## src/rtl/psw_pkg.sv

```systemverilog
`default_nettype none
// ============================================================================
//  Module      : psw_pkg
//  Description : Shared types and default timing constants for the push-switch
//                conditioning blocks (debouncer FSM state encoding, 50 MHz
//                board defaults, counter width helper).
//  Revision    : 1.0 - initial release
// ============================================================================
package psw_pkg;

    // Debouncer FSM states, explicit 2-bit encoding
    typedef enum logic [1:0] {
        IDLE         = 2'd0,
        PRESS_WAIT   = 2'd1,
        PRESSED      = 2'd2,
        RELEASE_WAIT = 2'd3
    } psw_state_t;

    // Board defaults for a 50 MHz clock
    localparam int c_clk_hz               = 50_000_000;
    localparam int c_debounce_cycles_def  = 500_000;     // 10 ms
    localparam int c_repeat_delay_def     = 25_000_000;  // 500 ms
    localparam int c_repeat_period_def    = 10_000_000;  // 200 ms

    // Bits needed to hold values 0..max_value, never less than one bit
    function automatic int psw_cnt_width(input int max_value);
        int w;
        if (max_value < 1) begin
            w = 1;
        end else begin
            w = $clog2(max_value + 1);
        end
        return w;
    endfunction

endpackage : psw_pkg
`default_nettype wire

```

## src/rtl/psw_sync2.sv

```systemverilog
`default_nettype none
// ============================================================================
//  Module      : psw_sync2
//  Description : Two-flop synchroniser for an asynchronous single-bit board
//                input. Both stages clear on synchronous reset.
//  Revision    : 1.0 - initial release
// ============================================================================
module psw_sync2 (
    input  logic clk,
    input  logic rst,
    input  logic i_d,
    output logic o_q
);

    logic r_s1;
    logic r_s2;

    // Two-stage metastability filter; first stage may go metastable, second is clean
    always_ff @(posedge clk) begin
        if (rst) begin
            r_s1 <= 1'b0;
            r_s2 <= 1'b0;
        end else begin
            r_s1 <= i_d;
            r_s2 <= r_s1;
        end
    end

    assign o_q = r_s2;

endmodule : psw_sync2
`default_nettype wire

```

## src/rtl/psw_debounce_one.sv

```systemverilog
`default_nettype none
// ============================================================================
//  Module      : psw_debounce_one
//  Description : Push-switch conditioner. Synchronises the raw switch, rejects
//                bounce with a stable-time counter and emits one-cycle pulses
//                on each accepted press (PRESS_ONE) and release (RELEASE_ONE),
//                plus the debounced level (LEVEL). All outputs registered.
//                Optional auto-repeat of PRESS_ONE while held is enabled by
//                defining the macro PSW_AUTOREPEAT_EN.
//  Revision    : 1.0 - initial release
// ============================================================================
module psw_debounce_one
    import psw_pkg::*;
#(
    parameter int DEBOUNCE_CYCLES = c_debounce_cycles_def,
    parameter int REPEAT_DELAY    = c_repeat_delay_def,
    parameter int REPEAT_PERIOD   = c_repeat_period_def
) (
    input  logic CLK,
    input  logic R,
    input  logic PSW,
    output logic LEVEL,
    output logic PRESS_ONE,
    output logic RELEASE_ONE
);

    localparam int             c_cnt_w   = psw_cnt_width(DEBOUNCE_CYCLES);
    localparam logic [c_cnt_w-1:0] c_cnt_max = c_cnt_w'(DEBOUNCE_CYCLES);
    localparam logic [c_cnt_w-1:0] c_cnt_one = c_cnt_w'(1);

    // ------------------------------------------------------------------------
    // Synchronised switch
    // ------------------------------------------------------------------------
    logic w_s2;

    psw_sync2 u_sync (
        .clk (CLK),
        .rst (R),
        .i_d (PSW),
        .o_q (w_s2)
    );

    // ------------------------------------------------------------------------
    // FSM and stable-time counter
    // ------------------------------------------------------------------------
    psw_state_t          r_state;
    psw_state_t          w_state_nxt;
    logic [c_cnt_w-1:0]  r_cnt;
    logic [c_cnt_w-1:0]  w_cnt_nxt;
    logic                r_level;
    logic                w_level_nxt;
    logic                r_press;
    logic                w_press_nxt;
    logic                r_release;
    logic                w_release_nxt;
    logic                w_accept_press;
    logic                w_rep_hit;

    // Next-state, counter and pulse decode; every exit from a wait state
    // either clears the counter or leaves it unused, so it never wraps
    always_comb begin
        w_state_nxt    = r_state;
        w_cnt_nxt      = r_cnt;
        w_accept_press = 1'b0;
        w_release_nxt  = 1'b0;

        case (r_state)
            IDLE: begin
                w_cnt_nxt = '0;
                if (w_s2) begin
                    w_state_nxt = PRESS_WAIT;
                    w_cnt_nxt   = c_cnt_one;
                end
            end

            PRESS_WAIT: begin
                if (!w_s2) begin
                    w_state_nxt = IDLE;
                    w_cnt_nxt   = '0;
                end else if (r_cnt == c_cnt_max) begin
                    w_state_nxt    = PRESSED;
                    w_cnt_nxt      = '0;
                    w_accept_press = 1'b1;
                end else begin
                    w_cnt_nxt = r_cnt + c_cnt_one;
                end
            end

            PRESSED: begin
                w_cnt_nxt = '0;
                if (!w_s2) begin
                    w_state_nxt = RELEASE_WAIT;
                    w_cnt_nxt   = c_cnt_one;
                end
            end

            RELEASE_WAIT: begin
                if (w_s2) begin
                    w_state_nxt = PRESSED;
                    w_cnt_nxt   = '0;
                end else if (r_cnt == c_cnt_max) begin
                    w_state_nxt   = IDLE;
                    w_cnt_nxt     = '0;
                    w_release_nxt = 1'b1;
                end else begin
                    w_cnt_nxt = r_cnt + c_cnt_one;
                end
            end

            default: begin
                w_state_nxt = IDLE;
                w_cnt_nxt   = '0;
            end
        endcase

        // Level reflects the accepted state, so it flips with the pulse
        w_level_nxt = (w_state_nxt == PRESSED) || (w_state_nxt == RELEASE_WAIT);
        w_press_nxt = w_accept_press || w_rep_hit;
    end

    // State, counter and registered outputs
    always_ff @(posedge CLK) begin
        if (R) begin
            r_state   <= IDLE;
            r_cnt     <= '0;
            r_level   <= 1'b0;
            r_press   <= 1'b0;
            r_release <= 1'b0;
        end else begin
            r_state   <= w_state_nxt;
            r_cnt     <= w_cnt_nxt;
            r_level   <= w_level_nxt;
            r_press   <= w_press_nxt;
            r_release <= w_release_nxt;
        end
    end

`ifdef PSW_AUTOREPEAT_EN
    // ------------------------------------------------------------------------
    // Auto-repeat: first repeat REPEAT_DELAY cycles after the accepted press
    // pulse, then every REPEAT_PERIOD cycles while the switch stays pressed.
    // ------------------------------------------------------------------------
    localparam int c_rep_max = (REPEAT_DELAY > REPEAT_PERIOD) ? REPEAT_DELAY : REPEAT_PERIOD;
    localparam int c_rep_w   = psw_cnt_width(c_rep_max - 1);
    localparam logic [c_rep_w-1:0] c_rep_first = c_rep_w'(REPEAT_DELAY - 1);
    localparam logic [c_rep_w-1:0] c_rep_next  = c_rep_w'(REPEAT_PERIOD - 1);
    localparam logic [c_rep_w-1:0] c_rep_one   = c_rep_w'(1);

    logic [c_rep_w-1:0] r_rcnt;
    logic [c_rep_w-1:0] w_rcnt_nxt;
    logic               r_rep_first;
    logic               w_rep_first_nxt;
    logic [c_rep_w-1:0] w_rep_target;

    // Repeat due only while staying in PRESSED; a release that starts in the
    // same cycle suppresses it
    always_comb begin
        w_rep_target    = r_rep_first ? c_rep_first : c_rep_next;
        w_rep_hit       = (r_state == PRESSED) && w_s2 && (r_rcnt == w_rep_target);
        w_rcnt_nxt      = r_rcnt;
        w_rep_first_nxt = r_rep_first;

        if (w_state_nxt != PRESSED) begin
            w_rcnt_nxt = '0;
        end else if (r_state != PRESSED) begin
            w_rcnt_nxt = '0;
            if (r_state == PRESS_WAIT) begin
                w_rep_first_nxt = 1'b1;
            end
        end else if (w_rep_hit) begin
            w_rcnt_nxt      = '0;
            w_rep_first_nxt = 1'b0;
        end else begin
            w_rcnt_nxt = r_rcnt + c_rep_one;
        end
    end

    // Repeat counter and first-interval flag
    always_ff @(posedge CLK) begin
        if (R) begin
            r_rcnt      <= '0;
            r_rep_first <= 1'b1;
        end else begin
            r_rcnt      <= w_rcnt_nxt;
            r_rep_first <= w_rep_first_nxt;
        end
    end
`else
    assign w_rep_hit = 1'b0;
`endif

    assign LEVEL       = r_level;
    assign PRESS_ONE   = r_press;
    assign RELEASE_ONE = r_release;

endmodule : psw_debounce_one
`default_nettype wire
```

## config.mk

```make
export PLATFORM = sky130hd
export DESIGN_NAME = psw_debounce_one
export DESIGN_NICKNAME = d
export VERILOG_FILES = /design/src/rtl/psw_pkg.sv /design/src/rtl/psw_sync2.sv /design/src/rtl/psw_debounce_one.sv
export SDC_FILE = /design/constraint.sdc
export NUM_CORES = 1
export LEC_CHECK = 0
export ABC_AREA = 1
export CORE_UTILIZATION = 40
export DETAILED_ROUTE_END_ITERATION = 8
export SYNTH_ARGS = -nofsm -noshare
export SYNTH_HDL_FRONTEND = slang
export SYNTH_HIERARCHICAL = 1
export SYNTH_SLANG_ARGS = --single-unit
```

## constraint.sdc

```tcl
create_clock -name CLK -period 1.3 [get_ports CLK]
set_input_delay 0.195 -clock CLK [delete_from_list [all_inputs] [get_ports CLK]]
set_output_delay 0.195 -clock CLK [all_outputs]
set_load 0.01 [all_outputs]
```

After elaboration in Yosys (flattened, before gate mapping) --
Index checks and enable logic that the tools add are counted.
Operators by class: add/sub/neg operators 1, eq/ne operators 6, muxes and demuxes 14, bitwise logic cells 3, reduce and logical (&&, ||, !) cells 4
Operator list (number):
- $pmux 19 s4 | 1
- $mux 19 | 3
- $add 19x1->19 const B | 1
- $eq 19x19->1 const B | 1
- $mux 2 | 6
- $eq 2x2->1 const B | 4
- $pmux 2 s4 | 1
- $reduce_or 3->1 | 2
- $mux 1 | 3
- $not 1->1 | 3
- $eq 2x1->1 const B | 1
- $logic_not 2->1 | 1
- $logic_or 1x1->1 | 1
Storage, ports and cells: flip-flop bits (word level) 26, logic and storage cells 35

Logic depth before layout (Yosys ltp) --
depth after elaboration 6, depth in mapped cells 10, depth with buffers taken out 10

By module --
Netlist, hierarchy kept.
Modules (own cells, without submodules):
- psw_debounce_one | instances 1, cells an instance 177, area an instance 1311.3 um2, sequential area each 480.5 um2
- psw_sync2 | instances 1, cells an instance 6, area an instance 55.1 um2, sequential area each 40.0 um2

Worst setup path after synthesis --
Ideal clock, no wire load.
path type reg2reg, from register r_cnt[0], to register r_cnt[2], arrival time 1.226 ns, required time 1.179 ns, setup slack -0.046 ns, stages on the path, launching flop included 11, cells stage by stage dfxtp_1 inv_1 ha_1 inv_1 nor2_1 nand3_2 nor2_2 a21oi_4 inv_4 buf_12 nor2_4
Between the ends: word-level cells in the longest chain between the ends 4
Ends and longest elaborated chain:
- start, declared | RTL line psw_debounce_one.sv:48 | logic [c_cnt_w-1:0] r_cnt;
- start signal, assigned | RTL line psw_debounce_one.sv:131 | r_cnt <= w_cnt_nxt;
- $add 19x1->19 or $eq 19x19->1 (tied branches)
- $mux 19 (*) | RTL line psw_debounce_one.sv:80, psw_debounce_one.sv:101
- $mux 19 (on tied branches) | RTL line psw_debounce_one.sv:98, psw_debounce_one.sv:77
- $pmux 19 s4 (*) | RTL line psw_debounce_one.sv:67 | case (r_state)
Every way passes the cells marked *; elsewhere a longest branch is shown, timed or not. A chain may end at the register's enable or synchronous reset.

Final worst setup path --
Same ends and word-level chain as after synthesis.

==> impl_summary.txt <==
----------------------------------------------------
[Pwr]
  Net switching share of the total power ... 19.5%
  Power per Cell Area ... 806 nW/um^2
  Final total power ... 1.40 mW
  Fraction of power consumed by the clock network ... 40.6%
  P_leak ... 0.681 nW
  Reported net switching power ... 0.273 mW
  Combinational share of power ... 1.9%
  Internal Dissipation ... 1.13 mW
  Sequential Power Share ... 57.5%
  Maximum VDD drop ... 0.427 mV

[STA]
  Clock period minus worst slack ... 1.39 ns
  Slew HR ... 80.4%
  Worst Hold Slack ... 0.374 ns
  Number of setup violations in the final report ... 24
  Setup repair after global routing missed its margin ... yes
  Final Hold Violating Endpoints ... 0
  Worst clock skew on the final layout ... 0.00857 ns
  Slew of the pin with the lowest slew margin ... 0.294 ns
  Highest achievable clock rate ... 720 MHz
  Post-layout worst setup margin ... -0.0892 ns
  Number of max-slew violations in the final report ... 0
  Final cycle utilization of the critical path ... 107%

[Critical path]
  Worst r2r dst ... r_cnt[2]
  Kind of critical path ... register to register
  Endpoint required time on the critical path ... 1.53 ns
  Maximum single-stage delay on the critical path ... 0.39 ns
  R2R setup slack ... -0.09 ns
  Cell with the largest stage delay on the worst path ... sky130_fd_sc_hd__dfxtp_4
  Endpoint arrival time on the critical path ... 1.62 ns
  Reg2reg path depth ... 10
  Cells traversed along the worst timing path ... inv_2, ha_4, inv_2, nor2_2, nand3_2, nor2_4, a21oi_4, inv_4, buf_12, nor2_4
  Reg-to-reg critical path startpoint ... r_cnt[0]
  CP Max Fanout ... 8
  Endpoint class of the critical path ... register
  CP Launch Type ... register

[Outcome]
  Run status ... complete, but fails checks
  Violated checks ... setup timing

[Synthesis]
  Proportion of synthesized flip-flops having asynchronous set or reset ... 0%
  Syn nets ... 188
  Register bit count reported by yosys ... 26
  Most frequently used cell type in the post-synthesis netlist ... sky130_fd_sc_hd__nand2_1
  Cell taking the most area after synthesis ... sky130_fd_sc_hd__dfxtp_1
  Synth cell count leaders ... sky130_fd_sc_hd__nand2_1 (38), sky130_fd_sc_hd__nor2_1 (35), sky130_fd_sc_hd__dfxtp_1 (26), sky130_fd_sc_hd__inv_1 (26)
  Synth Area per Inst ... 7.47 um^2
  Ys Warns ... 6
  Count of mapped cells out of synthesis ... 183
  Number of unique standard cell types used by synthesis ... 22
  Prevailing post-synth register cell ... sky130_fd_sc_hd__dfxtp_1
  EDFF count, synth ... 0
  Sequential cell area fraction in the yosys report ... 38.1%
  Share of Yosys cell area claimed by the top area cell type ... 38.1%
  Synth top area cells ... sky130_fd_sc_hd__dfxtp_1 (38%), sky130_fd_sc_hd__nand2_1 (10%), sky130_fd_sc_hd__nor2_4 (9.9%), sky130_fd_sc_hd__nor2_1 (9.6%), sky130_fd_sc_hd__inv_1 (7.1%)
  Netlist area before placement ... 1370 um^2

[Detailed routing]
  DRC violation count after routing ... 0
  Number of search-and-repair iterations in the first detailed-routing pass ... 4
  Detail Route Antenna Nets ... 0
  Final wirelength ... 2580 um
  Vias after detailed routing ... 1101
  Number of DRC markers in iteration 0 ... 74
  Vias per std cell ... 4.46
  Routed WL per cell ... 10.4 um

[CTS]
  TritonCTS clock tree ... built
  CTS Buf Count ... 3
  Root buf cell ... sky130_fd_sc_hd__clkbuf_4
  Clock slew seen by the registers of the worst setup and hold paths ... 0.14 ns
  Level count of the clock H-tree ... 1
  Hold Buf Count CTS ... 0
  TritonCTS Sinks ... 26
  CTS Buffer Depth ... 2
  Clock insertion delay at the later pin of the skew report ... 0.33 ns

[Place]
  Worst slack after detailed placement ... -0.0943 ns
  Sum of net half-perimeters after detailed placement ... 1890 um
  Final estimated routing congestion in global placement ... 0.840
  Count of input and output buffers ... 5

[Final layout]
  Number of antenna repair diodes ... 0
  Post-layout nets ... 209
  Area growth from synthesis to layout ... 27.0%
  Fraction of layout cells with a size suffix above 1 ... 34.0%

[Hold path]
  Type of the worst min-delay path ... input pin to register
  Worst Hold Depth ... 3
  Hold path endpoint ... u_sync/r_s1
  HP Start ... PSW

[Die]
  Total Die Area ... 3650 um^2
  Number of standard-cell rows in the floorplan ... 20
  Core footprint ... 3150 um^2
  Effective utilization at floorplan ... 43.3%
  Io pins ... 6
  Die Height ... 60.4 um
  Die width ... 60.4 um

[Global routing]
  Via count of the first global-routing pass ... 907
  Maximum number of pins on one net before global-route repair ... 16
  Total grt overflow ... 0
  First-pass GRT wire length ... 4040 um
  Antenna violations before repair ... 0
  GRT Resource Usage Total ... 15.0%

[Flow run]
  Max-capacitance violation count ... 0

----------------------------------------------------
cell usage in the layout (no fill, tap or decap), types with 3 or more instances in the layout:
master,count
sky130_fd_sc_hd__buf_4,8
sky130_fd_sc_hd__clkbuf_4,3
sky130_fd_sc_hd__dfxtp_1,19
sky130_fd_sc_hd__dfxtp_2,6
sky130_fd_sc_hd__dlygate4sd2_1,3
sky130_fd_sc_hd__inv_1,23
sky130_fd_sc_hd__inv_2,5
sky130_fd_sc_hd__nand2_1,34
sky130_fd_sc_hd__nand2_2,7
sky130_fd_sc_hd__nand3_1,11
sky130_fd_sc_hd__nand3_2,3
sky130_fd_sc_hd__nor2_1,28
sky130_fd_sc_hd__nor2_2,8
sky130_fd_sc_hd__nor2_4,13
sky130_fd_sc_hd__xor2_1,7
layer usage:
| layer | vias to the layer above | wire length [um] | track usage (%) |
|---|---|---|---|
| met1 | 505 | 1270 | 21.0 |
| met2 | 8 | 1230 | 22.9 |
| met3 | 2 | 59 | 2.56 |
| li1 | 586 | - | - |
| met5 | - | 0 | 0 |
| met4 | 0 | 15 | 5.84 |
worst max-delay path: cells and delay by family, from the launching register on:
kind                     cells  cell delay [ns]
AO/OA/AOI/OAI                1             0.08
flip-flops                   1             0.39
buffers and inverters        4             0.34
AND/OR/NAND/NOR              4             0.35
adder cells (fa/ha/maj)      1             0.13
what timing repair did:
action / in CTS / in global routing
resized for setup: 11 / 26
buffers inserted: 1 / 1
setup endpoints to repair: 25 / 24
pin swaps: 3 / 8
registers in the layout, summed over array words and instances, names as in the netlist:
register	flops
r_cnt	19
RELEASE_ONE	1
u_sync/r_s1	1
PRESS_ONE	1
r_state	2
LEVEL	1
u_sync/o_q	1
power groups by stage:
stage / clock network (mW) / logic (mW) / registers (mW)
floorplan: 0 / 0.0123 / 0.822
global placement: 0 / 0.0241 / 0.822
detailed placement: 0 / 0.0247 / 0.822
CTS: 0.576 / 0.0249 / 0.806
global route: 0.609 / 0.0306 / 0.805
finish: 0.567 / 0.0269 / 0.804
how the worst max path moves through the flow:
stage	from	to	slack (ns)	cells past startpoint
after floorplan	r_cnt[0]	r_cnt[2]	-0.008	10
after global placement	r_cnt[0]	LEVEL	-0.06	11
after detailed placement	r_cnt[1]	r_cnt[8]	-0.09	6
after CTS	r_cnt[0]	r_state[1]	-0.11	11
after global routing	r_cnt[0]	LEVEL	-0.19	11
final	r_cnt[0]	r_cnt[2]	-0.09	10
cells by family after synthesis:
kind of cell    count (synthesis)  synth area share (%)
fa+ha+maj                       2                  1.83
compound gates                  6                  3.48
flops                          26                  38.1
buf+inv                        30                  9.62
xor+xnor                       10                  6.41
simple gates                  109                  40.6
through the flow:
stage                     utilization [%]  setup TNS [ns]  instances  cell area [um^2]
after global routing                 55.0           -3.70        247              1740
after detailed placement             49.4           -1.42        241              1560
after CTS                            52.1           -1.67        246              1640
after floorplan                         -         -0.0581        183              1370
after global placement               49.4          -0.991        241              1560
final                                55.0           -1.26        247              1740
layout make-up:
type / count / area (um^2)
tap: 44 / 55.1
timing repair buffer: 17 / 169
multi-input combinational: 127 / 816
sequential: 26 / 532
clock inverter: 1 / 30.0
inverter: 29 / 111
fill: 308 / 1420
clock buffer: 3 / 22.5
Note: power is estimated with default switching activity, not from simulation.
